**src/rtl/register_file_16x16.sv**
```systemverilog
// 16 x 16-bit general-purpose register file: two combinational read ports (Rs, Rt)
// and one synchronous write port (Rd). Synchronous active-low reset clears every register.
module register_file_16x16 (
  input  logic        clk,
  input  logic        rst,
  input  logic [3:0]  Rs,
  input  logic [3:0]  Rt,
  input  logic [3:0]  Rd,
  input  logic [15:0] RW,
  input  logic        wr,
  output logic [15:0] Rout1,
  output logic [15:0] Rout2
);

  localparam int unsigned DATA_W = 16;
  localparam int unsigned ADDR_W = 4;
  localparam int unsigned NREGS  = 16;

  logic [DATA_W-1:0] r_regs [NREGS];
  logic [NREGS-1:0]  w_wr_sel;
  logic [ADDR_W-1:0] w_rd_addr;

  assign w_rd_addr = Rd;

  // One-hot write select; all zeros when the write port is idle.
  always_comb begin
    w_wr_sel = '0;
    if (wr) begin
      w_wr_sel[w_rd_addr] = 1'b1;
    end
  end

  // Reset takes priority over a write presented on the same edge.
  for (genvar g = 0; g < NREGS; g++) begin : g_reg
    always_ff @(posedge clk) begin
      if (!rst) begin
        r_regs[g] <= '0;
      end else if (w_wr_sel[g]) begin
        r_regs[g] <= RW;
      end
    end
  end

  // No write-to-read bypass: reads show the stored value until the capturing edge.
  assign Rout1 = r_regs[Rs];
  assign Rout2 = r_regs[Rt];

endmodule

```
**config.mk**
```make
export PLATFORM = sky130hd
export DESIGN_NAME = register_file_16x16
export DESIGN_NICKNAME = d
export VERILOG_FILES = /design/src/rtl/register_file_16x16.sv
export SDC_FILE = /design/constraint.sdc
export NUM_CORES = 1
export LEC_CHECK = 0
export CAP_MARGIN = 20
export CORE_MARGIN = 2
export CORE_UTILIZATION = 35
export CTS_BUF_LIST = sky130_fd_sc_hd__clkbuf_4 sky130_fd_sc_hd__clkbuf_8 sky130_fd_sc_hd__clkbuf_16
export CTS_CLUSTER_DIAMETER = 100
export DETAILED_ROUTE_END_ITERATION = 7
export GPL_TIMING_DRIVEN = 0
export SLEW_MARGIN = 40
export SYNTH_ARGS = -nofsm -noshare
export SYNTH_HDL_FRONTEND = slang
export SYNTH_SLANG_ARGS = --single-unit
export TNS_END_PERCENT = 30
```
**constraint.sdc**
```tcl
create_clock -name clk -period 2.9 [get_ports clk]
set_input_delay 0.58 -clock clk [delete_from_list [all_inputs] [get_ports clk]]
set_output_delay 0.58 -clock clk [all_outputs]
set_load 0.005 [all_outputs]
```
After elaboration in Yosys (flattened, before gate mapping)
Memories as Yosys holds them, arrays and structs flattened.
Cells that the tools add are included.
{"block": "classes", "magnitude_cmp": 2, "mux": 68, "bitwise_logic": 16, "n_reduce_logical": 1}
{"cell": "$mux W16", "count": 17}
{"cell": "$mux W1", "count": 50}
{"cell": "$or A1 B1 Y1", "count": 16}
{"cell": "$lt A4 B5 Y1 const B", "count": 1}
{"cell": "$demux W1 S4", "count": 1}
{"cell": "$ge A4 B1 Y1 const B", "count": 1}
{"cell": "$logic_and A1 B1 Y1", "count": 1}
{"block": "word_totals", "reg_bits": 0, "ramBits": 256, "inputBits": 31, "out_inout_bits": 32, "wordCells": 88, "memories": 1}
{"memory": "r_regs", "words": 16, "width": 16, "rd": 2, "rd_clocked_by_memory_dff": 0, "wr": 16, "line": "19", "source": "logic [DATA_W-1:0] r_regs [NREGS];"}

Longest topological paths before layout
Gate-level depths: netlist of run 1.
{"block": "depth", "depth_word": 9, "depth_mapped": 5, "mapped_depth_nobuf": 3}

Worst setup path after synthesis of run 1
Ideal clock, no wire load.
{"block": "synth_path", "path_kind": "input port to flip-flop", "from": "input port Rd[0]", "to": "memory r_regs[2][0], enable pin", "setup_time_ps": 411, "arrival_ps": 2274, "required_time_ps": 2489, "path_slack_ps": 215, "stages": 2, "n_path_buf": 0, "cell_sequence": "or3b_2 o21ai_0"}
{"item": "start: declaration", "line": "8", "source": "input logic [3:0] Rd,"}
{"item": "end: declaration", "line": "19"}

Worst setup path after layout of run 1
{"block": "layout_path", "from": "input port Rs[0]", "to": "output port Rout1[0]"}
{"block": "layout_between", "elab_chain_cells": 1}
{"item": "start: declaration", "line": "6", "source": "input logic [3:0] Rs,"}
{"item": "$mem_v2 Z16 W16"}
{"item": "end: declaration", "line": "11", "source": "output logic [15:0] Rout1,"}
Every way passes these cells.

==> flow_summary.toml, run 1 <==
[floorplan]
core_sq_um = 38470
start_util_pct = 35.32
fp.dieH_um = 201.0
io_pins = 63
die_area_sq_um = 40410
core.rowCount = 72
die_w_um = 201.0

[outcome]
status = "complete, but fails checks"
violations = "setup timing"

[final_layout]
antenna_cells = 0
largest_reg_flops = 256
regMostFlops = "r_regs"
final_core_util_pct = 43.40
fillers = 3433
final_area_sq_um = 16690
top_regs = "r_regs: 256 flops"
drive_gt1_share_pct = 26.28
syn_to_final_growth_pct = 22.87
final_nets = 1009

[sta]
post-route-period-util_pct = 101.3
slew_viol_final = 0
hold_ws_ps = 877.2
fin_ws_ps = -36.44
fmax_mhz = 340.5
rsz0062_at_grt = "yes"
period_needed_ps = 2936
hold_viol = 0
slew_headroom_pct = 44.60
setup_viol = 1
tightest_slew_ps = 828.0

[clocking]
clockRootBuffer = "clkbuf_16"
cts_buffers = 28
cts.clk_slew.worst_paths_ps = 60
cts.sinks = 256
clk_path_buf_depth = 3
htree_levels = 1
ctsHoldBuffers = 0
cts_tree = "built"

[yosys]
syn_area_per_cell_sq_um = 15.71
synth.distinct_cells = 23
netlist_instances = 865
yosys_warnings = 0
syn-num-nets = 896
ys_seq_elements = 256
netlist_area_sq_um = 13590
yosysTopAreaCell = "edfxtp_1"
synth.top_cell.area_share_pct = 56.58
synth-seq-area-share_pct = 56.58
synthTopCellsByArea = "edfxtp_1 57%, mux4_2 14%, and2_1 12%"

[route]
wl_per_cell_um = 26.22
first_iter_violations = 890
ant_nets = 0
drt_wl_total_um = 39730
drt-pass1-iter-count = 5
vias = 8389
viasPerCell = 5.537
drcViolationCount = 0

[power]
total_power_mw = 9.164
p_int_mw = 6.958
leakagePower_nw = 5.791
p_sw_mw = 2.206
swShare_pct = 24.07
p_per_area_nw_per_um2 = 548.9
peakVddDrop_uv = 534.1
seqPwrFrac_pct = 48.0
combPwrFrac_pct = 14.2
clockPowerShare_pct = 37.8

[place]
dp_hpwl_um = 28360
io_buffers = 58
finalWeightedCongestion = 0.8193
post_dp_cell_area_sq_um = 15240

[grt]
overflow = 0
grt_pass1_wl_um = 57280
grt_pass1_vias = 8759
antenna_found_initial = 0
grt_use_total_pct = 19.38
grt_max_degree = 15

[hold_path]
holdPathStages = 2
min_path_type = "in -> reg"
hp-start = "RW[11]"
hold_path_end = "r_regs[2][11]$_SDFFCE_PN0P_"

[worst_setup_path]
crit_type = "in -> out"
endpoint_kind = "output port"
crit_fanout = 10
cp_data_required_time_ps = 2320
crit_arrival_ps = 2360
critPathLaunchType = "primary input"

[flow_run]
maxCapViolCount = 0
[worst max path at each step]
stage                                     from                          end  slack (ps)  cells after the start
finish                                   Rs[0]                     Rout1[0]         -40                      7
global route                             Rs[0]                     Rout1[7]         -30                      6
CTS                 r_regs[1][1]$_SDFFCE_PN0P_                     Rout2[1]          -9                      4
detailed placement                       Rt[2]                     Rout2[5]        -970                      7
global placement                            wr  r_regs[2][11]$_SDFFCE_PN0P_       -1950                      3
floorplan                                Rd[0]   r_regs[2][0]$_SDFFCE_PN0P_         210                      2
[power groups by stage]
stage | clock (mW) | sequential (mW) | combinational (mW)
floorplan | 0 | 4.43 | 0.640
global placement | 0 | 4.47 | 1.11
detailed placement | 0 | 4.47 | 1.18
CTS | 3.50 | 4.40 | 1.26
global route | 3.64 | 4.42 | 1.35
finish | 3.47 | 4.40 | 1.30
[metal layers]
layer	track usage (%)	part of all wire (%)	up-vias
li1	-	-	3621
met1	26.04	42	4341
met2	32.34	49	359
met3	3.279	6.7	68
met4	5.794	2.9	0
met5	0	0	-
[timing repair]
| item | 4_1_cts | 5_1_grt |
|---|---|---|
| pin swaps | 14 | 10 |
| gates cloned | 0 | 4 |
| setup endpoints to repair | 32 | 27 |
| endpoints found under the hold margin | 0 | 0 |
| setup buffers | 3 | 4 |
| resized for setup | 119 | 36 |
[worst max-delay path, cell delays in order]
cell             delay, ps
buf_12                 150
buf_12                 170
buf_4                  120
mux4_2                 490
a22oi_1                230
nand2_1                130
clkdlybuf4s50_1        460
[cells in the final DEF (no fill, tap or decap), types with 10 or more instances in the layout]
master,n
nor2_1,15
edfxtp_1,256
a22oi_1,35
buf_8,19
clkbuf_1,33
a22oi_2,29
mux4_1,34
and2_1,256
o21ai_4,16
clkdlybuf4s50_1,49
mux4_2,94
clkinv_1,10
nand2_1,25
clkbuf_16,33
buf_12,10
buf_4,16
[through the flow]
stage	setup WS [ps]	instances	setup TNS, ps
after detailed placement	-971.3	1457	-40770
final	-36.44	1515	-36.44
after CTS	-9.500	1507	-22.31
after global placement	-1953	1441	-374850
after floorplan	214.6	865	0
after global routing	-30.91	1515	-67.33
[cells in the mapped netlist, drive strengths merged]
cell type / n
nand4bb: 1
or3b: 1
nand4: 1
nand2: 33
nand2b: 2
o21ai: 16
clkbuf: 49
or2: 1
nand3: 1
nor2b: 4
nor2: 18
a22oi: 64
and2: 258
nand3b: 2
edfxtp: 256
mux4: 128
buf: 28
nand4b: 2
[final cells by class]
class	count	area, sq um	area share, %
sequential	256	7687	46.05
clock inverter	16	117.6	0.7045
clock buffer	33	755.7	4.527
buffer	75	653.1	3.912
multi-input combinational	532	5852	35.05
timing repair buffer	85	979.7	5.869
tap	518	648.1	3.882
[cell families (layout without fill, tap and decap cells)]
group	count (synthesis)	in the layout	share of synthesized area, %
multiplexers	128	128	22.41
buffers and inverters	77	209	2.809
AND/OR/NAND/NOR	324	324	14.08
flip-flops	256	256	56.58
AO/OA/AOI/OAI	80	80	4.126
(Power assumes the default switching activity.)
==> inputs of run 2 (changes only) <==
--- a/config.mk
+++ b/config.mk
@@ -12,6 +12,8 @@
 export CTS_CLUSTER_DIAMETER = 100
 export DETAILED_ROUTE_END_ITERATION = 7
 export GPL_TIMING_DRIVEN = 0
+export RECOVER_POWER = 50
+export SKIP_LAST_GASP = 1
 export SLEW_MARGIN = 40
 export SYNTH_ARGS = -nofsm -noshare
 export SYNTH_HDL_FRONTEND = slang
==> flow_summary.toml, run 2 (synthesis results as in run 1) <==
[outcome]
status = "complete, but fails checks"
violations = "setup timing"

[sta]
slew_viol_final = 0
hold_ws_ps = 875.1
finalSetupTns_ps = -99.05
post-route-period-util_pct = 100.8
period_needed_ps = 2924
rsz0062_at_grt = "yes"
hold_viol = 0
slew_headroom_pct = 8.091
fin_ws_ps = -23.86
fmax_mhz = 342.0
setup_viol = 9
tightest_slew_ps = 1364

[worst_setup_path]
crit_arrival_ps = 2340
crit_fanout = 2
path_buf_inv = 1
path_cells = "mux4_2, a22oi_2, nand2_1, clkdlybuf4s50_1"
endpoint_kind = "output port"
critical_path_depth = 4
crit_slowest_cell = "mux4_2"
critPathLaunchType = "register"
cp_data_required_time_ps = 2320
path_delay_family = "multiplexers"
slowest_delay_ps = 530
crit_type = "reg -> out"

[route]
wl_per_cell_um = 26.07
drcViolationCount = 0
first_iter_violations = 833
ant_nets = 0
drt-pass1-iter-count = 5
vias = 8403
drt_wl_total_um = 39280
viasPerCell = 5.576

[floorplan]
start_util_pct = 35.32
fp.dieH_um = 201.0
core.rowCount = 72
die_area_sq_um = 40410
die_w_um = 201.0
core_sq_um = 38470
io_pins = 63

[clocking]
cts_tree = "built"
cts.clk_slew.worst_paths_ps = 60
htree_levels = 1
clockRootBuffer = "clkbuf_16"
ctsHoldBuffers = 0
clk_path_buf_depth = 3
cts.sinks = 256
cts_buffers = 28

[final_layout]
fillers = 3506
top_regs = "r_regs: 256 flops"
antenna_cells = 0
drive_gt1_share_pct = 21.74
largest_reg_flops = 256
syn_to_final_growth_pct = 19.12
final_nets = 1001
seq_area_sq_um = 7687
final_cell_mix = "256 x edfxtp_1, 211 x and2_1, 92 x mux4_2"
final_common_cell = "edfxtp_1"
regMostFlops = "r_regs"
multi_input_area_sq_um = 5629

[flow_run]
maxCapViolCount = 0

[hold_path]
hold_path_end = "r_regs[2][11]$_SDFFCE_PN0P_"
hp-start = "RW[11]"
holdPathStages = 2
min_path_type = "in -> reg"

[power]
leakagePower_nw = 5.569
p_per_area_nw_per_um2 = 561.3
peakVddDrop_uv = 532.5

[grt]
antenna_found_initial = 0
grt_max_degree = 15
overflow = 0
grt_pass1_wl_um = 57320
grt_pass1_vias = 8783
grt_use_total_pct = 19.37

[place]
dp_hpwl_um = 28360
io_buffers = 58
finalWeightedCongestion = 0.8193
[run 2: cell types whose count changed in the layout (fill, tap and decap cells not counted), sizes merged]
| cell | change |
|---|---|
| clkdlybuf4s50 | -1 |
| buf | -15 |
| dlygate4sd3 | +3 |
| clkdlybuf4s15 | -2 |
| clkbuf | +6 |
| dlygate4sd2 | +1 |
[run 2: power breakdown]
group / switching, mW / internal (mW)
logic: 0.615 / 0.596
registers: 0.102 / 4.30
clock network: 1.46 / 2.01
[run 2: metal layers]
metal  routed length [um]  track usage [%]
met2                19090            32.30
met5                    0                0
met4                 1322            5.873
met3                 2388            3.279
met1                16490            26.02
[run 2: worst max-delay path by stage]
stage | from | endpoint | slack (ps)
final | r_regs[3][15]$_SDFFCE_PN0P_ | Rout1[15] | -20
after global routing | Rt[0] | Rout2[12] | -50
after CTS | r_regs[1][1]$_SDFFCE_PN0P_ | Rout1[1] | -30
after detailed placement | Rt[2] | Rout2[5] | -970
after global placement | wr | r_regs[2][11]$_SDFFCE_PN0P_ | -1950
after floorplan | Rd[0] | r_regs[2][0]$_SDFFCE_PN0P_ | 210
[run 2: final cells by class]
| class | count | area share, % |
|---|---|---|
| Clock inverter | 16 | 0.7267 |
| Timing Repair Buffer | 77 | 4.592 |
| Clock buffer | 33 | 4.669 |
| Tap cell | 518 | 4.005 |
| Multi-Input combinational cell | 532 | 34.78 |
| Buffer | 75 | 3.726 |
| Sequential cell | 256 | 47.50 |
[run 2: stage by stage]
| step | setup WS, ps | instance area (sq um) | cells | total power, mW | utilization, % |
|---|---|---|---|---|---|
| after floorplan | 214.6 | 13590 | 865 | 5.073 | - |
| after global placement | -1953 | 14820 | 1441 | 5.578 | 38.51 |
| after detailed placement | -971.3 | 15240 | 1457 | 5.656 | 39.61 |
| after CTS | -30.85 | 16440 | 1507 | 9.145 | 42.73 |
| after global routing | -50.00 | 16180 | 1507 | 9.333 | 42.07 |
| final | -23.86 | 16180 | 1507 | 9.084 | 42.07 |
[run 2: repair_timing]
action                     CTS  global route
pin swaps                   11             5
setup endpoints to repair   32            30
gates resized for setup    109            17
buffers inserted             3             0
